## src/rtl/mul_norm_rnd_pkg.sv

```systemverilog
// Shared types and constants for the multiplier normalize/round pipeline.
// Latency: none (declarations only).
// Backpressure: not applicable.
package mul_pkg;

    localparam int MUL_EXPO_W = 8;
    localparam int MUL_MANT_W = 23;
    localparam int PROD_W     = 2*MUL_MANT_W + 2;
    localparam int EXPO_MAX   = (1 << MUL_EXPO_W) - 1;

    typedef enum logic [1:0] {
        RTZ = 2'b00,
        RDN = 2'b01,
        RUP = 2'b10,
        RNE = 2'b11
    } rnd_mode_e;

    // Stage-1 register: normalized significand plus everything stage 2 needs.
    // e carries two extra bits so the +1 of normalization and of rounding
    // carry can never wrap the signed exponent.
    typedef struct packed {
        logic [MUL_MANT_W-1:0]         sig;
        logic                          g;
        logic                          s;
        logic signed [MUL_EXPO_W+2:0]  e;
        logic                          sign;
        logic                          is_zero;
        logic                          is_inf_nan;
        logic                          sign_nan;
        logic [MUL_MANT_W-1:0]         mant_nan;
        rnd_mode_e                     rnd;
    } s1_reg_t;

endpackage

```

## src/rtl/mul_norm_rnd_if.sv

```systemverilog
// Beat interface between the product source, the normalize/round stage and the result mux.
// Latency: none (wires only).
// Backpressure: valid/ready on both the input and the output side.
interface mul_norm_rnd_if #(
    parameter int EXPO_W = 8,
    parameter int MANT_W = 23
);
    logic                  in_valid;
    logic                  in_ready;
    logic [2*MANT_W+1:0]   prod;
    logic [EXPO_W+1:0]     expo_sum;
    logic                  sign_in;
    logic                  is_zero;
    logic                  is_inf_nan_in;
    logic                  sign_nan_in;
    logic [MANT_W-1:0]     mant_nan_in;
    logic [1:0]            rnd_in;

    logic                  out_valid;
    logic                  out_ready;
    logic                  is_inf_nan;
    logic                  sign_nan;
    logic [MANT_W-1:0]     mant_4;
    logic [1:0]            rnd;
    logic                  sign_1;
    logic                  overflow;
    logic [EXPO_W-1:0]     expo_3;
    logic [MANT_W-1:0]     mant_3;
    logic                  inexact;

    // Source/sink side (drives beats in, accepts results).
    modport master (
        output in_valid, prod, expo_sum, sign_in, is_zero, is_inf_nan_in,
               sign_nan_in, mant_nan_in, rnd_in, out_ready,
        input  in_ready, out_valid, is_inf_nan, sign_nan, mant_4, rnd, sign_1,
               overflow, expo_3, mant_3, inexact
    );

    // Normalize/round stage side.
    modport slave (
        input  in_valid, prod, expo_sum, sign_in, is_zero, is_inf_nan_in,
               sign_nan_in, mant_nan_in, rnd_in, out_ready,
        output in_ready, out_valid, is_inf_nan, sign_nan, mant_4, rnd, sign_1,
               overflow, expo_3, mant_3, inexact
    );

endinterface

```

## src/rtl/mul_norm_rnd_inc.sv

```systemverilog
// Rounding-increment decision and mantissa increment for one normalized significand.
// Latency: combinational.
// Backpressure: none (pure function of its inputs).
module mul_rnd_inc
    import mul_pkg::*;
#(
    parameter int MANT_W = 23
) (
    input  logic [MANT_W-1:0] sig,
    input  logic              g,
    input  logic              s,
    input  logic              sign,
    input  rnd_mode_e         rnd,
    output logic [MANT_W:0]   m,
    output logic              inc
);

    // Pick the increment for the selected mode, then add it one bit wider to expose carry-out.
    always_comb begin
        inc = 1'b0;
        case (rnd)
            RNE:     inc = g & (s | sig[0]);
            RUP:     inc = (g | s) & ~sign;
            RDN:     inc = (g | s) & sign;
            default: inc = 1'b0;
        endcase
        m = {1'b0, sig} + {{MANT_W{1'b0}}, inc};
    end

endmodule

```

## src/rtl/mul_norm_rnd.sv

```systemverilog
// Two-stage normalize (stage 1) and round/flush/overflow (stage 2) of the FP multiplier product.
// Latency: 2 register stages from input accept to output register.
// Backpressure: per-stage valid/ready, full throughput; outputs hold while out_valid & !out_ready.
module mul_norm_rnd
    import mul_pkg::*;
#(
    parameter int EXPO_W = MUL_EXPO_W,
    parameter int MANT_W = MUL_MANT_W
) (
    input  logic          clk,
    input  logic          rst_n,
    mul_norm_rnd_if.slave bus
);
    localparam int P  = 2*MANT_W + 1;
    localparam int EW = EXPO_W + 3;
    localparam logic signed [EW-1:0] E_MAX = EW'((1 << EXPO_W) - 1);

    logic                  s1_valid_q, s1_valid_d;
    logic                  s2_valid_q, s2_valid_d;
    logic                  s2_ready, s1_load, s2_load;
    s1_reg_t               s1_q, s1_d;
    logic [EW-1:0]         e_ext;

    logic [MANT_W:0]       m;
    logic                  inc, carry;
    logic signed [EW-1:0]  e_r;
    logic [MANT_W-1:0]     mant_r;
    logic                  ovf_r, uflow_r;

    logic                  is_inf_nan_q, is_inf_nan_d;
    logic                  sign_nan_q, sign_nan_d;
    logic [MANT_W-1:0]     mant_4_q, mant_4_d;
    logic [1:0]            rnd_q, rnd_d;
    logic                  sign_1_q, sign_1_d;
    logic                  overflow_q, overflow_d;
    logic [EXPO_W-1:0]     expo_3_q, expo_3_d;
    logic [MANT_W-1:0]     mant_3_q, mant_3_d;
    logic                  inexact_q, inexact_d;

    assign s2_ready     = ~s2_valid_q | bus.out_ready;
    assign bus.in_ready = ~s1_valid_q | s2_ready;
    assign s1_load      = bus.in_valid & bus.in_ready;
    assign s2_load      = s1_valid_q & s2_ready;
    assign e_ext        = {bus.expo_sum[EXPO_W+1], bus.expo_sum};

    // Stage 1: align the product so the hidden bit drops out, split off guard and sticky.
    always_comb begin
        s1_d       = s1_q;
        s1_valid_d = s1_valid_q;
        if (bus.in_ready) begin
            s1_valid_d = bus.in_valid;
        end
        if (s1_load) begin
            if (bus.prod[P]) begin
                s1_d.sig = bus.prod[P-1:MANT_W+1];
                s1_d.g   = bus.prod[MANT_W];
                s1_d.s   = |bus.prod[MANT_W-1:0];
            end else begin
                s1_d.sig = bus.prod[P-2:MANT_W];
                s1_d.g   = bus.prod[MANT_W-1];
                s1_d.s   = |bus.prod[MANT_W-2:0];
            end
            s1_d.e          = e_ext + {{(EW-1){1'b0}}, bus.prod[P]};
            s1_d.sign       = bus.sign_in;
            s1_d.is_zero    = bus.is_zero;
            s1_d.is_inf_nan = bus.is_inf_nan_in;
            s1_d.sign_nan   = bus.sign_nan_in;
            s1_d.mant_nan   = bus.mant_nan_in;
            s1_d.rnd        = rnd_mode_e'(bus.rnd_in);
        end
    end

    mul_rnd_inc #(.MANT_W(MANT_W)) u_rnd_inc (
        .sig  (s1_q.sig),
        .g    (s1_q.g),
        .s    (s1_q.s),
        .sign (s1_q.sign),
        .rnd  (s1_q.rnd),
        .m    (m),
        .inc  (inc)
    );

    // A carry out of the mantissa can only come from an increment; it renormalizes to 1.0 x 2^(e+1).
    assign carry   = m[MANT_W] & inc;
    assign e_r     = s1_q.e + {{(EW-1){1'b0}}, carry};
    assign mant_r  = carry ? '0 : m[MANT_W-1:0];
    assign ovf_r   = ~e_r[EW-1] & (e_r >= E_MAX);
    assign uflow_r = e_r[EW-1] | (e_r == '0);

    // Stage 2: round, flush underflow/zero to signed zero, flag overflow, register pass-through fields.
    always_comb begin
        s2_valid_d   = s2_ready ? s1_valid_q : s2_valid_q;
        is_inf_nan_d = is_inf_nan_q;
        sign_nan_d   = sign_nan_q;
        mant_4_d     = mant_4_q;
        rnd_d        = rnd_q;
        sign_1_d     = sign_1_q;
        overflow_d   = overflow_q;
        expo_3_d     = expo_3_q;
        mant_3_d     = mant_3_q;
        inexact_d    = inexact_q;
        if (s2_load) begin
            expo_3_d   = e_r[EXPO_W-1:0];
            mant_3_d   = mant_r;
            overflow_d = ovf_r & ~s1_q.is_inf_nan;
            if (uflow_r | s1_q.is_zero) begin
                expo_3_d   = '0;
                mant_3_d   = '0;
                overflow_d = 1'b0;
            end
            inexact_d    = (s1_q.g | s1_q.s) & ~s1_q.is_zero & ~s1_q.is_inf_nan;
            is_inf_nan_d = s1_q.is_inf_nan;
            sign_nan_d   = s1_q.sign_nan;
            mant_4_d     = s1_q.mant_nan;
            rnd_d        = s1_q.rnd;
            sign_1_d     = s1_q.sign;
        end
    end

    // Pipeline state; reset drops any in-flight beats and clears all outputs.
    always_ff @(posedge clk or negedge rst_n) begin
        if (!rst_n) begin
            s1_valid_q   <= 1'b0;
            s2_valid_q   <= 1'b0;
            s1_q         <= '0;
            is_inf_nan_q <= 1'b0;
            sign_nan_q   <= 1'b0;
            mant_4_q     <= '0;
            rnd_q        <= '0;
            sign_1_q     <= 1'b0;
            overflow_q   <= 1'b0;
            expo_3_q     <= '0;
            mant_3_q     <= '0;
            inexact_q    <= 1'b0;
        end else begin
            s1_valid_q   <= s1_valid_d;
            s2_valid_q   <= s2_valid_d;
            s1_q         <= s1_d;
            is_inf_nan_q <= is_inf_nan_d;
            sign_nan_q   <= sign_nan_d;
            mant_4_q     <= mant_4_d;
            rnd_q        <= rnd_d;
            sign_1_q     <= sign_1_d;
            overflow_q   <= overflow_d;
            expo_3_q     <= expo_3_d;
            mant_3_q     <= mant_3_d;
            inexact_q    <= inexact_d;
        end
    end

    assign bus.out_valid  = s2_valid_q;
    assign bus.is_inf_nan = is_inf_nan_q;
    assign bus.sign_nan   = sign_nan_q;
    assign bus.mant_4     = mant_4_q;
    assign bus.rnd        = rnd_q;
    assign bus.sign_1     = sign_1_q;
    assign bus.overflow   = overflow_q;
    assign bus.expo_3     = expo_3_q;
    assign bus.mant_3     = mant_3_q;
    assign bus.inexact    = inexact_q;

endmodule
```

## src/flat_wrapper.sv

```systemverilog
// flat-port wrapper written by rule: the top's interface ports become plain ports
module mul_norm_rnd_flat import mul_pkg::*;
#(
    parameter int EXPO_W = MUL_EXPO_W,
    parameter int MANT_W = MUL_MANT_W
)
  (clk, rst_n, bus_in_valid, bus_prod, bus_expo_sum, bus_sign_in, bus_is_zero, bus_is_inf_nan_in, bus_sign_nan_in, bus_mant_nan_in, bus_rnd_in, bus_out_ready, bus_in_ready, bus_out_valid, bus_is_inf_nan, bus_sign_nan, bus_mant_4, bus_rnd, bus_sign_1, bus_overflow, bus_expo_3, bus_mant_3, bus_inexact);
  mul_norm_rnd_if #(.EXPO_W(EXPO_W), .MANT_W(MANT_W)) bus_i ();
  input  logic clk;
  input  logic rst_n;
  input wire logic [$bits(bus_i.in_valid)-1:0] bus_in_valid;
  input wire logic [$bits(bus_i.prod)-1:0] bus_prod;
  input wire logic [$bits(bus_i.expo_sum)-1:0] bus_expo_sum;
  input wire logic [$bits(bus_i.sign_in)-1:0] bus_sign_in;
  input wire logic [$bits(bus_i.is_zero)-1:0] bus_is_zero;
  input wire logic [$bits(bus_i.is_inf_nan_in)-1:0] bus_is_inf_nan_in;
  input wire logic [$bits(bus_i.sign_nan_in)-1:0] bus_sign_nan_in;
  input wire logic [$bits(bus_i.mant_nan_in)-1:0] bus_mant_nan_in;
  input wire logic [$bits(bus_i.rnd_in)-1:0] bus_rnd_in;
  input wire logic [$bits(bus_i.out_ready)-1:0] bus_out_ready;
  output wire logic [$bits(bus_i.in_ready)-1:0] bus_in_ready;
  output wire logic [$bits(bus_i.out_valid)-1:0] bus_out_valid;
  output wire logic [$bits(bus_i.is_inf_nan)-1:0] bus_is_inf_nan;
  output wire logic [$bits(bus_i.sign_nan)-1:0] bus_sign_nan;
  output wire logic [$bits(bus_i.mant_4)-1:0] bus_mant_4;
  output wire logic [$bits(bus_i.rnd)-1:0] bus_rnd;
  output wire logic [$bits(bus_i.sign_1)-1:0] bus_sign_1;
  output wire logic [$bits(bus_i.overflow)-1:0] bus_overflow;
  output wire logic [$bits(bus_i.expo_3)-1:0] bus_expo_3;
  output wire logic [$bits(bus_i.mant_3)-1:0] bus_mant_3;
  output wire logic [$bits(bus_i.inexact)-1:0] bus_inexact;
  assign bus_i.in_valid = bus_in_valid;
  assign bus_i.prod = bus_prod;
  assign bus_i.expo_sum = bus_expo_sum;
  assign bus_i.sign_in = bus_sign_in;
  assign bus_i.is_zero = bus_is_zero;
  assign bus_i.is_inf_nan_in = bus_is_inf_nan_in;
  assign bus_i.sign_nan_in = bus_sign_nan_in;
  assign bus_i.mant_nan_in = bus_mant_nan_in;
  assign bus_i.rnd_in = bus_rnd_in;
  assign bus_i.out_ready = bus_out_ready;
  assign bus_in_ready = bus_i.in_ready;
  assign bus_out_valid = bus_i.out_valid;
  assign bus_is_inf_nan = bus_i.is_inf_nan;
  assign bus_sign_nan = bus_i.sign_nan;
  assign bus_mant_4 = bus_i.mant_4;
  assign bus_rnd = bus_i.rnd;
  assign bus_sign_1 = bus_i.sign_1;
  assign bus_overflow = bus_i.overflow;
  assign bus_expo_3 = bus_i.expo_3;
  assign bus_mant_3 = bus_i.mant_3;
  assign bus_inexact = bus_i.inexact;
  mul_norm_rnd #(.EXPO_W(EXPO_W), .MANT_W(MANT_W)) u_core (.clk(clk), .rst_n(rst_n), .bus(bus_i));
endmodule
```

## config.mk

```make
export PLATFORM = sky130hd
export DESIGN_NAME = mul_norm_rnd_flat
export DESIGN_NICKNAME = d
export VERILOG_FILES = /design/src/rtl/mul_norm_rnd_pkg.sv /design/src/rtl/mul_norm_rnd_if.sv /design/src/rtl/mul_norm_rnd_inc.sv /design/src/rtl/mul_norm_rnd.sv /design/src/flat_wrapper.sv
export SDC_FILE = /design/constraint.sdc
export NUM_CORES = 1
export LEC_CHECK = 0
export ABC_AREA = 1
export BUFFER_PORTS_ARGS = -buffer_cell sky130_fd_sc_hd__buf_2
export CAP_MARGIN = 20
export CORE_MARGIN = 1.5
export CORE_UTILIZATION = 55
export DETAILED_ROUTE_END_ITERATION = 6
export GPL_TIMING_DRIVEN = 1
export HOLD_SLACK_MARGIN = 0.06
export MAX_ROUTING_LAYER = met4
export PLACE_DENSITY = 0.84
export SETUP_SLACK_MARGIN = 0.4
export SLEW_MARGIN = 30
export SYNTH_ARGS = -nofsm -noshare
export SYNTH_HDL_FRONTEND = slang
export SYNTH_SLANG_ARGS = --single-unit
```

## constraint.sdc

```tcl
create_clock -name clk -period 7.7 [get_ports clk]
set_input_delay 0.77 -clock clk [delete_from_list [all_inputs] [get_ports clk]]
set_output_delay 0.77 -clock clk [all_outputs]
set_load 0.01 [all_outputs]
```

== Word-level counts from Yosys, hierarchy flattened ==
Index checks and enable logic that the tools add are counted.

* Output and inout bits: 63
* Word-level logic and storage cells: 59
* Bits of input ports: 91
* Register bits after elaboration: 128

* Equal/unequal tests: 3
* Bitwise logic cells: 22
* Reduce and logical (&&, ||, !) cells: 3
* Magnitude comparators: 1
* Add/subtract/negate cells: 3
* Mux-type cells: 6

{| class="wikitable"
|+ Operators with widths
! operator !! number
|-
| two-way mux 23 bit || 2
|-
| two-way mux 25 bit || 1
|-
| adder 23 x 1 -> 24 bit || 1
|-
| OR reduction 23 bit || 1
|-
| OR reduction 22 bit || 1
|-
| adder 10 x 2 -> 11 bit || 1
|-
| adder 11 x 1 -> 11 bit || 1
|-
| greater-or-equal comparator 11 x 9 -> 1 bit (second input constant) || 1
|-
| zero test 11 bit || 1
|-
| bitwise AND 1 bit || 10
|-
| two-way mux 8 bit || 1
|-
| inverter 1 bit || 6
|-
| bitwise OR 1 bit || 6
|-
| equality test 2 bit (second input constant) || 2
|-
| case mux 1 bit (3 select lines) || 1
|-
| equality test 2 x 1 -> 1 bit (second input constant) || 1
|-
| two-way mux 1 bit || 1
|}

== Logic depth before layout (Yosys ltp) ==
* Depth in word-level cells: 10
* Depth in mapped cells: 25
* Gate-level depth less buffers: 24

== Modules after synthesis ==
From an unflattened synthesis, not the netlist that was laid out.

* Cells, all modules: 854
* Area, all modules: 6,683.9 um2

{| class="wikitable"
|+ Modules (own cells, without submodules)
! module !! times used !! area each (um2) !! sequential area each (um2) !! cells each
|-
| mul_norm_rnd || 1 || 6,002.0 || 3,203.1 || 729
|-
| mul_rnd_inc || 1 || 681.9 || 0.0 || 125
|}

== Worst setup path after synthesis ==
No wires, ideal clock.

* Kind: reg2reg
* Start point: register u_core.s1_q[0] (netlist name)
* End point: register u_core.mant_3_q[11] (netlist: u_core.bus.mant_3[11])
* Buffers on the path: 1
* Library setup time: 0.123 ns
* Slack: 4.521 ns
* Required time: 7.577 ns
* Cell stages (with the launch flop): 24
* Data arrival time: 3.055 ns
* Clock period less this slack: 3.179 ns
* Path through: dfrtp_1 > inv_1 > ha_1 > inv_1 > nor2_1 > nand2_1 > a21oi_1 > ha_1 > nand3_1 > nor2_4 > nand4_2 > nor2_2 > ha_1 > ha_1 > nand2_4 > o21ai_1 > nand2_1 > nor2_1 > nand2_1 > nor2_4 > nand2_4 > nand2_8 > buf_12 > o21ai_2

* Longest elaborated chain between the ends: 9
* Elaborated cells between the ends (all ways): 12
* Those cells by class: add/sub (2); eq/ne (3); mux (3); bitwise (3); reduce/logical (1)

{| class="wikitable"
|+ RTL lines
! item !! line !! RTL
|-
| from (decl) || mul_norm_rnd.sv:21 || <nowiki>s1_reg_t s1_q, s1_d;</nowiki>
|-
| from (signal assigned) || mul_norm_rnd.sv:125 || <nowiki>s1_q <= '0;</nowiki>
|-
| from (signal assigned) || mul_norm_rnd.sv:138 || <nowiki>s1_q <= s1_d;</nowiki>
|-
| equality test 2 x 1 -> 1 bit / equality test 2 bit (equally long branches) || mul_norm_rnd_inc.sv:21 || <nowiki>case (rnd)</nowiki>
|-
| case mux 1 bit (3 select lines) (*) || mul_norm_rnd_inc.sv:21 ||
|-
| adder 23 x 1 -> 24 bit || mul_norm_rnd_inc.sv:27 || <nowiki>m = {1'b0, sig} + {{MANT_W{1'b0}}, inc};</nowiki>
|-
| bitwise AND 1 bit || mul_norm_rnd.sv:84 || <nowiki>assign carry = m[MANT_W] & inc;</nowiki>
|-
| adder 11 x 1 -> 11 bit || mul_norm_rnd.sv:85 || <nowiki>assign e_r = s1_q.e + {{(EW-1){1'b0}}, carry};</nowiki>
|-
| zero test 11 bit || mul_norm_rnd.sv:88 || <nowiki>assign uflow_r = e_r[EW-1] | (e_r == '0);</nowiki>
|-
| bitwise OR 1 bit || mul_norm_rnd.sv:88 ||
|-
| bitwise OR 1 bit || mul_norm_rnd.sv:106 || <nowiki>if (uflow_r | s1_q.is_zero) begin</nowiki>
|-
| two-way mux 23 bit (*) || mul_norm_rnd.sv:106 ||
|-
| to (signal assigned) || mul_norm_rnd.sv:146 || <nowiki>mant_3_q <= mant_3_d;</nowiki>
|-
| to (decl) || mul_norm_rnd.sv:37 || <nowiki>logic [MANT_W-1:0] mant_3_q, mant_3_d;</nowiki>
|}

Every way passes the cells marked *; elsewhere a longest branch is shown, timed or not.
A chain may end at the register's enable or synchronous reset.

== Worst setup path after layout ==
* Start point: register u_core.s1_q[0] (netlist name)
* End point: register u_core.expo_3_q[7] (netlist: u_core.bus.expo_3[7])

* Longest elaborated chain between the ends: 9
* Elaborated cells between the ends (all ways): 11
* Those cells by class: add/sub (2); eq/ne (3); mux (2); bitwise (3); reduce/logical (1)

{| class="wikitable"
|+ RTL lines
! item !! line !! RTL
|-
| equality test 2 x 1 -> 1 bit / equality test 2 bit (equally long branches) || mul_norm_rnd_inc.sv:21 ||
|-
| case mux 1 bit (3 select lines) (*) || mul_norm_rnd_inc.sv:21 ||
|-
| adder 23 x 1 -> 24 bit || mul_norm_rnd_inc.sv:27 ||
|-
| bitwise AND 1 bit (*) || mul_norm_rnd.sv:84 ||
|-
| adder 11 x 1 -> 11 bit (*) || mul_norm_rnd.sv:85 ||
|-
| zero test 11 bit || mul_norm_rnd.sv:88 ||
|-
| bitwise OR 1 bit || mul_norm_rnd.sv:88 ||
|-
| bitwise OR 1 bit || mul_norm_rnd.sv:106 ||
|-
| two-way mux 8 bit (*) || mul_norm_rnd.sv:106 ||
|-
| to (signal assigned) || mul_norm_rnd.sv:145 || <nowiki>expo_3_q <= expo_3_d;</nowiki>
|-
| to (decl) || mul_norm_rnd.sv:36 || <nowiki>logic [EXPO_W-1:0] expo_3_q, expo_3_d;</nowiki>
|}

Marked as above.

==> results.md <==
- Status: completed
- Synth area leader: dfrtp_1
- Slew HR: 50.7%
- Power density over the cells: 288 mW/mm²
- Post-synth EDFFs: 0
- GPL Wtd Cong: 0.895
- Most common cell in the netlist: nand2_1
- Router iterations before antenna repair: 7
- Met3 usage: 6.37%
- CP most frequent cell: ha_1
- Synth cell count leaders: nand2_1, dfrtp_1, nor2_1
- Residual DRC: 0
- N_diodes: 0
- Hold Crit Class: in2async
- Syn-to-layout area delta: 21.2%
- Max-slew violation count: 0
- Share of post-route cells with drive strength above 1: 24.7%
- Clock Sinks: 128
- HPWL after DPL: 10,900 µm
- Fmax: 272 MHz
- CTS Hold Bufs: 0
- CTS buffer count: 17
- Root Driver: clkbuf_16
- Distinct cells, synth: 42
- Remaining antenna violation count: 0
- First DRT Iteration DRCs: 405
- Nets: 1,064
- Minimum clock period: 3.68 ns
- CTS tree: built
- Max H-tree Level: 4
- Net Sw Frac: 32.8%
- Ys flop type: dfrtp_1
- Chip height: 112 µm
- Post-Synthesis Cells: 820
- Clk pwr share: 35.6%
- Final setup viols: 0
- Pleak: 4.18 nW
- # fillers: 929
- Vias per inst: 5.18
- Met2 GRT Util: 42.7%
- Met1 Track Usage GR: 36.3%
- Post-route clock period utilization: 47.8%
- Clock latency on the worst-skew pair: 0.41 ns
- Grt total ovfl: 0
- Post_cts resized: 0
- Largest net degree at the start of global routing: 78
- Vias: 5,794
- Syn Area/Cell: 7.93 µm²
- Critical path capture point type: flip-flop
- Setup Fix Bufs, Post-CTS: 0
- Top-area cell type share of the netlist area: 49.3%
- PortBufs: 153
- Synthesized flop and latch total: 128
- VDD IR max: 0.171 mV
- Busiest grt layer: met2
- Max incr delay on CP: 0.38 ns
- Critical Path Start: u_core.s1_q[0]
- WL final: 15,900 µm
- Tot Pwr: 0.00227 W
- Register area share after synthesis: 49.3%
- Vias in the first global route: 5,541
- Mapped Area: 0.00650 mm²
- Reg power frac: 40.7%
- Syn_nets: 920
- Synth area leaders: dfrtp_1, nand2_1, nor2_1, nand3_1, o21ai_2
- Die W: 112 µm
- Final hold vios: 0
- Initial antenna violation count: 0
- Clock Skews: 0.00476 ns
- RSZ-0062 raised after global routing: no
- Arrival time at the worst endpoint: 3.97 ns
- First-pass GRT wire length: 26,700 µm
- Required @ worst endpoint: 7.99 ns
- Startpoint types: flip-flop
- Sw Pwr: 0.000743 W
- Wire per inst: 14.2 µm
- Yosys Warn Count: 0
- Worst-path fanout max: 27
- Worst r2r src: u_core.s1_q[0]
- Placed cells: 1,088
- Clock slew at reported path FFs: 0.06 ns
- # IOs: 154
- Die footprint: 0.0125 mm²
- CP max stage cell: dfrtp_1
- Worst-Margin Slew: 0.739 ns
- GRT Total Usage: 27.8%
- Max-cap check violation count: 0
- CTS Buffer Depth: 2
- Core Region: 0.0115 mm²
- Comb pwr share: 23.7%
- Setup Total Neg Slack: 0 ns
- Cell Rows: 39
- Post-synthesis async set-or-reset flop share: 100%
- Critical Path, Cell by Cell: inv_1, ha_1, inv_1, nor2_1, nand2_1, a21oi_1, ha_1, nand3_1, nor2_4, nand4_2, nor2_2, ha_1, ha_1, nand2_4, o21ai_1, nand2_1, nor2_1, nand2_1, nor2_4, nand2_4, nand2_8, o21ai_0
- Crit path kind: reg2reg
- Initial core utilization: 56.7%
- Post-Layout Cell Count: 1,119
- Power Internal: 0.00152 W
==> kinds of logic after synthesis <==
group	synth area share [%]
adder cells (fa/ha/maj)	1.73
XOR/XNOR	0.943
AO/OA/AOI/OAI	9.61
AND/OR/NAND/NOR	32.4
flip-flops	49.3
buffers and inverters	6.05
==> flip-flops by register name, summed over array words and instances, names as in the netlist, 2 cells and up <==
name,cells
u_core.bus.mant_4,23
u_core.s1_q,65
u_core.bus.expo_3,8
u_core.bus.rnd,2
u_core.bus.mant_3,23
==> placed cells by master (no fill, tap or decap), types with 3 or more instances in the layout <==
cell type	Yosys	layout
clkinvlp_4	0	3
buf_2	6	152
inv_2	3	3
inv_1	46	46
a31oi_1	22	22
dfrtp_1	128	128
o21ai_2	20	20
o22ai_1	3	3
bufinv_16	0	3
o21ai_1	3	3
nor4_1	5	5
nand2_4	4	4
nor2_1	68	68
nand2_2	4	5
clkbuf_16	0	17
nor2_4	3	3
xor2_1	5	5
o21ai_0	26	26
nand4_1	8	8
nor2_2	7	7
o21bai_1	5	5
buf_4	0	5
ha_1	9	9
or2_2	3	3
nand2_1	352	351
clkinv_4	0	5
a21oi_1	7	7
nand3_1	39	39
==> path summary, 6_finish.rpt <==
path	endpoint	slack, ns	cells after the start
max reg2reg	u_core.bus.expo_3[7]	4.02	22
max in group asynchronous	u_core.bus.mant_4[0]	6.21	2
min reg2reg	u_core.bus.mant_4[17]	0.47	2
max	u_core.bus.expo_3[7]	4.02	22
min	u_core.s1_q[44]	0.39	1
min in group clk	u_core.bus.mant_4[17]	0.47	2
==> area by class of cell <==
| cell class | instances | area [µm²] | share of cell area (%) |
|---|---|---|---|
| inverters | 49 | 184 | 2.34 |
| repair buffers | 158 | 810 | 10.3 |
| multi-input cells | 610 | 2910 | 36.9 |
| flip-flops and latches | 128 | 3200 | 40.7 |
| well taps | 143 | 179 | 2.27 |
| clock inverters | 13 | 166 | 2.11 |
| clock buffers | 18 | 429 | 5.45 |
==> critical path: cells and delay by family, from the launching register on <==
kind                     cells  cell delay, ns
AND/OR/NAND/NOR             13            1.69
adder cells (fa/ha/maj)      4            0.97
flip-flops                   1            0.38
AO/OA/AOI/OAI                3            0.39
buffers and inverters        2            0.11
==> power groups by stage <==
stage	sequential [W]	clock, W	combinational, W
after floorplan	0.000951	0	0.000308
after global placement	0.000925	0	0.000526
after detailed placement	0.000928	0	0.000536
after CTS	0.000921	0.000813	0.000542
after global routing	0.000939	0.000853	0.000606
final	0.000923	0.000807	0.000537
==> through the flow <==
| stage | utilization, % | hold WS [ns] | setup WS, ns | instance area, µm² |
|---|---|---|---|---|
| 5_1_grt | 68.7 | 0.446 | 3.65 | 7880 |
| 2_1_floorplan | - | 0.442 | 4.52 | 6500 |
| 4_1_cts | 68.7 | 0.422 | 4.06 | 7870 |
| 6_report | 68.7 | 0.395 | 4.02 | 7880 |
| 3_3_place_gp | 63.5 | 0.448 | 4.24 | 7280 |
| 3_5_place_dp | 63.5 | 0.452 | 4.08 | 7280 |
==> routing by layer <==
layer | vias up | routed length (µm)
met4 | 0 | 307
met3 | 29 | 869
met2 | 186 | 7660
met5 | - | 0
li1 | 2905 | -
met1 | 2674 | 7070
Note: power is estimated with default switching activity, not from simulation.
